**src/rtl/hazard_stall_ctrl_pkg.sv**
```systemverilog
// Shared definitions for the pipeline hazard/stall controller: FSM encoding,
// register-file constants and the MULT decode constants.
package hazard_stall_ctrl_pkg;

    typedef enum logic [0:0] {
        ST_RUN      = 1'b0,
        ST_MUL_BUSY = 1'b1
    } state_e;

    localparam logic [4:0] REG_ZERO   = 5'd0;

    // MULT is R-type: SPECIAL opcode with funct 0x18.
    localparam logic [5:0] OP_SPECIAL = 6'h00;
    localparam logic [5:0] FUNCT_MULT = 6'h18;

    localparam int unsigned CYC_W = 6;

endpackage

```
**src/rtl/hazard_stall_ctrl_if.sv**
```systemverilog
// Pipeline-side bundle for hazard_stall_ctrl: stage register fields in,
// register enables/flush/bubble controls and status out.
interface hazard_stall_ctrl_if #(
    parameter int unsigned CNT_W = 16
);
    logic             id_valid;
    logic [4:0]       id_rs;
    logic [4:0]       id_rt;
    logic             id_uses_rt;
    logic             id_is_mul;
    logic             ex_mem_read;
    logic [4:0]       ex_rt;
    logic             ex_mispredict;
    logic             mul_done;

    logic             pc_write;
    logic             pc_redirect;
    logic             ifid_write;
    logic             ifid_flush;
    logic             idex_hold;
    logic             idex_bubble;
    logic             exmem_bubble;
    logic             mul_start;
    logic             mul_timeout;
    logic [CNT_W-1:0] stall_count;

    modport master (
        output id_valid, id_rs, id_rt, id_uses_rt, id_is_mul,
               ex_mem_read, ex_rt, ex_mispredict, mul_done,
        input  pc_write, pc_redirect, ifid_write, ifid_flush, idex_hold,
               idex_bubble, exmem_bubble, mul_start, mul_timeout, stall_count
    );

    modport slave (
        input  id_valid, id_rs, id_rt, id_uses_rt, id_is_mul,
               ex_mem_read, ex_rt, ex_mispredict, mul_done,
        output pc_write, pc_redirect, ifid_write, ifid_flush, idex_hold,
               idex_bubble, exmem_bubble, mul_start, mul_timeout, stall_count
    );

endinterface

```
**src/rtl/hazard_stall_ctrl_hazard_detect.sv**
```systemverilog
// Load-use hazard detector: a load in EX whose destination feeds a source
// operand of the instruction in ID.
module hazard_detect
    import hazard_stall_ctrl_pkg::*;
(
    input  logic       id_valid,
    input  logic [4:0] id_rs,
    input  logic [4:0] id_rt,
    input  logic       id_uses_rt,
    input  logic       ex_mem_read,
    input  logic [4:0] ex_rt,
    output logic       load_use
);

    // $zero never carries a real dependency.
    assign load_use = ex_mem_read && (ex_rt != REG_ZERO) && id_valid &&
                      ((ex_rt == id_rs) || (id_uses_rt && (ex_rt == id_rt)));

endmodule

```
**src/rtl/hazard_stall_ctrl.sv**
```systemverilog
// Pipeline control for the 5-stage core: PC/IF/ID enables, flushes, ID/EX and
// EX/MEM bubbles, and front-end freeze while the Booth multiplier runs.
module hazard_stall_ctrl
    import hazard_stall_ctrl_pkg::*;
#(
    parameter int unsigned MUL_TIMEOUT = 40,
    parameter int unsigned CNT_W       = 16
) (
    input  logic                clk,
    input  logic                rst_n,
    hazard_stall_ctrl_if.slave  bus
);

    localparam logic [CYC_W-1:0] CYC_LAST = CYC_W'(MUL_TIMEOUT - 1);

    state_e             state_q, state_d;
    logic [CYC_W-1:0]   cyc_cnt_q, cyc_cnt_d;
    logic               mul_start_q, mul_start_d;
    logic               mul_timeout_q, mul_timeout_d;
    logic [CNT_W-1:0]   stall_count_q, stall_count_d;

    logic load_use;
    logic done_seen;
    logic pc_write, pc_redirect, ifid_write, ifid_flush;
    logic idex_hold, idex_bubble, exmem_bubble;

    hazard_detect u_hazard_detect (
        .id_valid    (bus.id_valid),
        .id_rs       (bus.id_rs),
        .id_rt       (bus.id_rt),
        .id_uses_rt  (bus.id_uses_rt),
        .ex_mem_read (bus.ex_mem_read),
        .ex_rt       (bus.ex_rt),
        .load_use    (load_use)
    );

    // mul_done during the start-pulse cycle belongs to no multiply.
    assign done_seen = bus.mul_done && !mul_start_q;

    always_comb begin
        state_d       = state_q;
        cyc_cnt_d     = cyc_cnt_q;
        mul_start_d   = 1'b0;
        mul_timeout_d = mul_timeout_q;
        pc_write      = 1'b0;
        pc_redirect   = 1'b0;
        ifid_write    = 1'b0;
        ifid_flush    = 1'b0;
        idex_hold     = 1'b0;
        idex_bubble   = 1'b0;
        exmem_bubble  = 1'b0;

        if (!rst_n) begin
            ifid_flush  = 1'b1;
            idex_bubble = 1'b1;
        end else begin
            unique case (state_q)
                ST_RUN: begin
                    if (bus.ex_mispredict) begin
                        pc_write    = 1'b1;
                        pc_redirect = 1'b1;
                        ifid_flush  = 1'b1;
                        idex_bubble = 1'b1;
                    end else if (load_use) begin
                        idex_bubble = 1'b1;
                    end else begin
                        pc_write   = 1'b1;
                        ifid_write = 1'b1;
                        if (bus.id_valid && bus.id_is_mul) begin
                            state_d     = ST_MUL_BUSY;
                            mul_start_d = 1'b1;
                            cyc_cnt_d   = '0;
                        end
                    end
                end
                ST_MUL_BUSY: begin
                    cyc_cnt_d = cyc_cnt_q + 1'b1;
                    if (done_seen || (cyc_cnt_q == CYC_LAST)) begin
                        // Exit cycle: MULT moves on to MEM, front end still frozen.
                        state_d = ST_RUN;
                        if (!done_seen) mul_timeout_d = 1'b1;
                    end else begin
                        idex_hold    = 1'b1;
                        exmem_bubble = 1'b1;
                    end
                end
                default: state_d = ST_RUN;
            endcase
        end

        stall_count_d = stall_count_q;
        if (!pc_write && (stall_count_q != {CNT_W{1'b1}})) begin
            stall_count_d = stall_count_q + 1'b1;
        end
    end

    always_ff @(posedge clk or negedge rst_n) begin
        if (!rst_n) begin
            state_q       <= ST_RUN;
            cyc_cnt_q     <= '0;
            mul_start_q   <= 1'b0;
            mul_timeout_q <= 1'b0;
            stall_count_q <= '0;
        end else begin
            state_q       <= state_d;
            cyc_cnt_q     <= cyc_cnt_d;
            mul_start_q   <= mul_start_d;
            mul_timeout_q <= mul_timeout_d;
            stall_count_q <= stall_count_d;
        end
    end

    assign bus.pc_write     = pc_write;
    assign bus.pc_redirect  = pc_redirect;
    assign bus.ifid_write   = ifid_write;
    assign bus.ifid_flush   = ifid_flush;
    assign bus.idex_hold    = idex_hold;
    assign bus.idex_bubble  = idex_bubble;
    assign bus.exmem_bubble = exmem_bubble;
    assign bus.mul_start    = mul_start_q;
    assign bus.mul_timeout  = mul_timeout_q;
    assign bus.stall_count  = stall_count_q;

endmodule

```
**src/flat_wrapper.sv**
```systemverilog
// flat-port wrapper written by rule: the top's interface ports become plain ports
module hazard_stall_ctrl_flat import hazard_stall_ctrl_pkg::*;
#(
    parameter int unsigned MUL_TIMEOUT = 40,
    parameter int unsigned CNT_W       = 16
)
  (clk, rst_n, bus_id_valid, bus_id_rs, bus_id_rt, bus_id_uses_rt, bus_id_is_mul, bus_ex_mem_read, bus_ex_rt, bus_ex_mispredict, bus_mul_done, bus_pc_write, bus_pc_redirect, bus_ifid_write, bus_ifid_flush, bus_idex_hold, bus_idex_bubble, bus_exmem_bubble, bus_mul_start, bus_mul_timeout, bus_stall_count);
  hazard_stall_ctrl_if #(.CNT_W(CNT_W)) bus_i ();
  input  logic clk;
  input  logic rst_n;
  input wire logic [$bits(bus_i.id_valid)-1:0] bus_id_valid;
  input wire logic [$bits(bus_i.id_rs)-1:0] bus_id_rs;
  input wire logic [$bits(bus_i.id_rt)-1:0] bus_id_rt;
  input wire logic [$bits(bus_i.id_uses_rt)-1:0] bus_id_uses_rt;
  input wire logic [$bits(bus_i.id_is_mul)-1:0] bus_id_is_mul;
  input wire logic [$bits(bus_i.ex_mem_read)-1:0] bus_ex_mem_read;
  input wire logic [$bits(bus_i.ex_rt)-1:0] bus_ex_rt;
  input wire logic [$bits(bus_i.ex_mispredict)-1:0] bus_ex_mispredict;
  input wire logic [$bits(bus_i.mul_done)-1:0] bus_mul_done;
  output wire logic [$bits(bus_i.pc_write)-1:0] bus_pc_write;
  output wire logic [$bits(bus_i.pc_redirect)-1:0] bus_pc_redirect;
  output wire logic [$bits(bus_i.ifid_write)-1:0] bus_ifid_write;
  output wire logic [$bits(bus_i.ifid_flush)-1:0] bus_ifid_flush;
  output wire logic [$bits(bus_i.idex_hold)-1:0] bus_idex_hold;
  output wire logic [$bits(bus_i.idex_bubble)-1:0] bus_idex_bubble;
  output wire logic [$bits(bus_i.exmem_bubble)-1:0] bus_exmem_bubble;
  output wire logic [$bits(bus_i.mul_start)-1:0] bus_mul_start;
  output wire logic [$bits(bus_i.mul_timeout)-1:0] bus_mul_timeout;
  output wire logic [$bits(bus_i.stall_count)-1:0] bus_stall_count;
  assign bus_i.id_valid = bus_id_valid;
  assign bus_i.id_rs = bus_id_rs;
  assign bus_i.id_rt = bus_id_rt;
  assign bus_i.id_uses_rt = bus_id_uses_rt;
  assign bus_i.id_is_mul = bus_id_is_mul;
  assign bus_i.ex_mem_read = bus_ex_mem_read;
  assign bus_i.ex_rt = bus_ex_rt;
  assign bus_i.ex_mispredict = bus_ex_mispredict;
  assign bus_i.mul_done = bus_mul_done;
  assign bus_pc_write = bus_i.pc_write;
  assign bus_pc_redirect = bus_i.pc_redirect;
  assign bus_ifid_write = bus_i.ifid_write;
  assign bus_ifid_flush = bus_i.ifid_flush;
  assign bus_idex_hold = bus_i.idex_hold;
  assign bus_idex_bubble = bus_i.idex_bubble;
  assign bus_exmem_bubble = bus_i.exmem_bubble;
  assign bus_mul_start = bus_i.mul_start;
  assign bus_mul_timeout = bus_i.mul_timeout;
  assign bus_stall_count = bus_i.stall_count;
  hazard_stall_ctrl #(.MUL_TIMEOUT(MUL_TIMEOUT), .CNT_W(CNT_W)) u_core (.clk(clk), .rst_n(rst_n), .bus(bus_i));
endmodule
```
**config.mk**
```make
export PLATFORM = sky130hd
export DESIGN_NAME = hazard_stall_ctrl_flat
export DESIGN_NICKNAME = d
export VERILOG_FILES = /design/src/rtl/hazard_stall_ctrl_pkg.sv /design/src/rtl/hazard_stall_ctrl_if.sv /design/src/rtl/hazard_stall_ctrl_hazard_detect.sv /design/src/rtl/hazard_stall_ctrl.sv /design/src/flat_wrapper.sv
export SDC_FILE = /design/constraint.sdc
export NUM_CORES = 1
export LEC_CHECK = 0
export ABC_AREA = 1
export CELL_PAD_IN_SITES_DETAIL_PLACEMENT = 1
export CELL_PAD_IN_SITES_GLOBAL_PLACEMENT = 2
export CORE_MARGIN = 2
export CORE_UTILIZATION = 25
export DETAILED_ROUTE_END_ITERATION = 10
export PLACE_DENSITY = 0.8
export SETUP_SLACK_MARGIN = 0.2
export SLEW_MARGIN = 20
export SYNTH_ARGS = -nofsm -noshare
export SYNTH_HDL_FRONTEND = slang
export SYNTH_HIERARCHICAL = 1
export SYNTH_SLANG_ARGS = --single-unit
```
**constraint.sdc**
```tcl
create_clock -name clk -period 2.7 [get_ports clk]
set_clock_uncertainty 0.15 [all_clocks]
set_input_delay 0.81 -clock clk [delete_from_list [all_inputs] [get_ports clk]]
set_output_delay 0.81 -clock clk [all_outputs]
set_load 0.02 [all_outputs]
```
==> impl_metrics.csv <==
group,metric,value,unit
outcome,status,"finished, violations left",
outcome,violations,"negative setup slack",
setup_path,cp_top_family,"simple AND/OR/NAND/NOR gates",
grt,track_usage,14.1,%
sta,hold_slack,334,ps
yosys,synth_compound_area_share,7.48,%
place,dp_slack,-1160,ps
clock_network,cts_tree,"built",
yosys,postSynthNetCount,290,
finish,fin_nets,362,
pwr,power.internal,948,µW
setup_path,required,1740,ps
clock_network,worstSkewPairLatency,280,ps
clock_network,cts_max_level,1,
place,detailed_place_hpwl,4210,µm
grt,grt_overflow,0,
pwr,combPwrFrac,49.6,%
pwr,clkPwrFrac,14.3,%
clock_network,clock_path_buffers,2,
sta,fmax,355,MHz
setup_path,cp-end-kind,"primary output",
sta,setup-violations-final,5,
yosys,synthSimpleGateAreaFrac,42.3,%
routing,drt_pre_antenna_iters,4,
place,place.gp.congestion,0.750,
floorplanning,die_area,7790,µm²
yosys,synthAdderAreaFrac,1.41,%
sta,fin_crit_sh,104,%
pwr,switchingPower,688,µW
finish,area_delta_synth_final,51.8,%
pwr,report.power.total,1640,µW
grt,grt_pass1_wl,8780,µm
setup_path,cp_max_fo,4,
grt,grt_pass1_vias,1955,
pwr,ir_drop,0.275,mV
finish,multiInputGateArea,1050,µm²
clock_network,cts_buffers,3,
sta,drv_slew,0,
finish,n_fill_cell,875,
routing,vias,1879,
routing,vias_per_cell,4.35,
yosys,yosysWarnings,6,
finish,drive_gt1_share,31.8,%
floorplanning,die_w,88.2,µm
setup_path,cp_cell_sequence,"buf_8 -> nand2_2 -> nand2_2 -> nor2_2 -> nand3_2 -> a21oi_2 -> nand3b_1 -> buf_6 -> nor2_4 -> buf_6",
pwr,power.leakage,0.00129,µW
floorplanning,initial_utilization,26.0,%
grt,antenna_found_initial,0,
sta,fin_crit,2820,ps
clock_network,cts-root-buf,"clkbuf_8",
setup_path,cp-start-kind,"primary input",
finish,diodes,0,
place,port_buffers,47,
floorplanning,rows,30,
setup_path,slowest_stage,"nand3b_1",
sta,rsz0062_at_grt,"true",
routing,routed_wl,5180,µm
yosys,synth_top_family_by_area,"simple AND/OR/NAND/NOR gates",
clock_network,clk_pin_slew,90,ps
routing,drtAntennaViolNets,0,
setup_path,crit_buf_inv,3,
pwr,pwr_density_cell,608,nW/µm²
sta,worst_slack,-120,ps
yosys,postSynthCellCount,265,
routing,drc,0,
pwr,seq_power_share,36.1,%
finish,mostFrequentLayoutCells,"nand2_1 (91), inv_1 (28), dfrtp_1 (25)",
yosys,muxShareOfSynthArea,0,%
yosys,ys_seq_area_share,35.3,%
run,max_cap_violations,0,
yosys,synthXorXnorAreaFrac,2.96,%
yosys,ys_seq_elements,25,
yosys,avgSynthCellArea,6.70,µm²
finish,fin_util,39.4,%
clock_network,cts_hold_buffers,0,
floorplanning,core_area,6830,µm²
sta,hold_violations,0,
routing,drt_iter0_drc,35,
pwr,swShare,42.1,%
hold_path,hp-class,"reg -> reg",
finish,ff_latch_area,626,µm²
finish,final_common_cell,"nand2_1",
grt,grt_max_degree,16,
floorplanning,ios,48,
setup_path,cpPeakStageDelay,170,ps
clock_network,clock-sinks,25,
floorplanning,fp.dieH,88.2,µm
setup_path,worstSetupPathType,"in -> out",
sta,tightestPinTransition,341,ps
setup_path,arrival,1860,ps
sta,max_slew_margin,77.2,%
yosys,netlist_area,1770,µm²
yosys,synth_cell_type_count,25,
routing,wl_per_cell,12.0,µm
-- cell type report --
class / count / share of cell area (%)
clock buffers: 3 / 1.53
inverters: 43 / 6.73
repair buffers: 70 / 24.8
well taps: 96 / 4.46
multi-input cells: 194 / 39.1
flip-flops and latches: 25 / 23.2
clock inverters: 1 / 0.186
-- power by group through the flow --
stage	sequential, µW	combinational (µW)	clock [µW]
6_report	591	811	234
5_1_grt	614	894	255
4_1_cts	593	805	244
3_5_place_dp	597	785	0
3_3_place_gp	592	769	0
2_1_floorplan	618	389	0
-- repair_timing --
item | in CTS | in global routing
buffers inserted | 3 | 1
pin swaps | 26 | 13
gates resized for setup | 134 | 22
setup endpoints to repair | 31 | 7
-- per-layer routing --
layer / track usage [%] / share of wire [%] / vias up
li1: - / - / 969
met1: 19.0 / 49 / 889
met2: 24.7 / 49 / 19
met3: 1.40 / 1.3 / 2
met4: 2.48 / 0.62 / 0
met5: 0 / 0 / -
-- synthesized netlist by cell type --
| master | n | area, µm² |
|---|---|---|
| nand2_8 | 1 | 20.0 |
| ha_1 | 2 | 25.0 |
| nand2_4 | 2 | 22.5 |
| nand4_1 | 11 | 68.8 |
| xnor2_1 | 6 | 52.6 |
| nor2_2 | 6 | 37.5 |
| o21ai_0 | 7 | 35.0 |
| o21ai_4 | 1 | 16.3 |
| nand3_1 | 15 | 75.1 |
| o21bai_1 | 2 | 15.0 |
| nand3_2 | 1 | 10.0 |
| nand3b_1 | 2 | 15.0 |
| buf_6 | 1 | 11.3 |
| dfrtp_1 | 25 | 626 |
| nor2_4 | 1 | 11.3 |
| a21oi_1 | 3 | 15.0 |
| o211ai_1 | 1 | 7.51 |
| nor2_1 | 21 | 78.8 |
| inv_2 | 5 | 18.8 |
| o21ai_2 | 5 | 43.8 |
| nand2_1 | 101 | 379 |
| nand2_2 | 2 | 12.5 |
| inv_1 | 38 | 143 |
| buf_4 | 2 | 15.0 |
| nor3_1 | 4 | 20.0 |
-- cells by family (layout without fill, tap and decap cells) --
| kind of cell | Yosys count | after routing |
|---|---|---|
| AO/OA/AOI/OAI | 19 | 19 |
| XOR/XNOR | 6 | 6 |
| adder cells (fa/ha/maj) | 2 | 2 |
| buffers and inverters | 46 | 117 |
| flip-flops | 25 | 25 |
| AND/OR/NAND/NOR | 167 | 167 |
-- metrics by stage --
step                      cell area [µm²]  setup TNS [ps]  cells
after floorplan                      1800               0    265
after global placement               2540          -12350    424
after detailed placement             2540          -13230    424
after CTS                            2620            -445    431
after global routing                 2690            -811    432
final                                2690            -390    432
-- sequential cells by signal (all words and copies together), names as in the netlist --
name,count
u_core/bus.stall_count,16
u_core/state_q,1
u_core/cyc_cnt_q,6
u_core/bus.mul_start,1
u_core/bus.mul_timeout,1
-- final timing paths --
check	depth (start not counted)	start	slack (ps)	end
worst min register to register	1	u_core/bus.mul_timeout	330	u_core/bus.mul_timeout
worst min-delay path	1	u_core/bus.mul_timeout	330	u_core/bus.mul_timeout
worst max register to register	9	u_core/bus.stall_count[0]	860	u_core/bus.stall_count[10]
worst max-delay path	10	bus_ex_rt[2]	-120	bus_ifid_write
min in group asynchronous	2	rst_n	380	u_core/bus.stall_count[12]
max in group asynchronous	4	rst_n	1630	u_core/cyc_cnt_q[3]
Power figures use the tool's default switching activity.
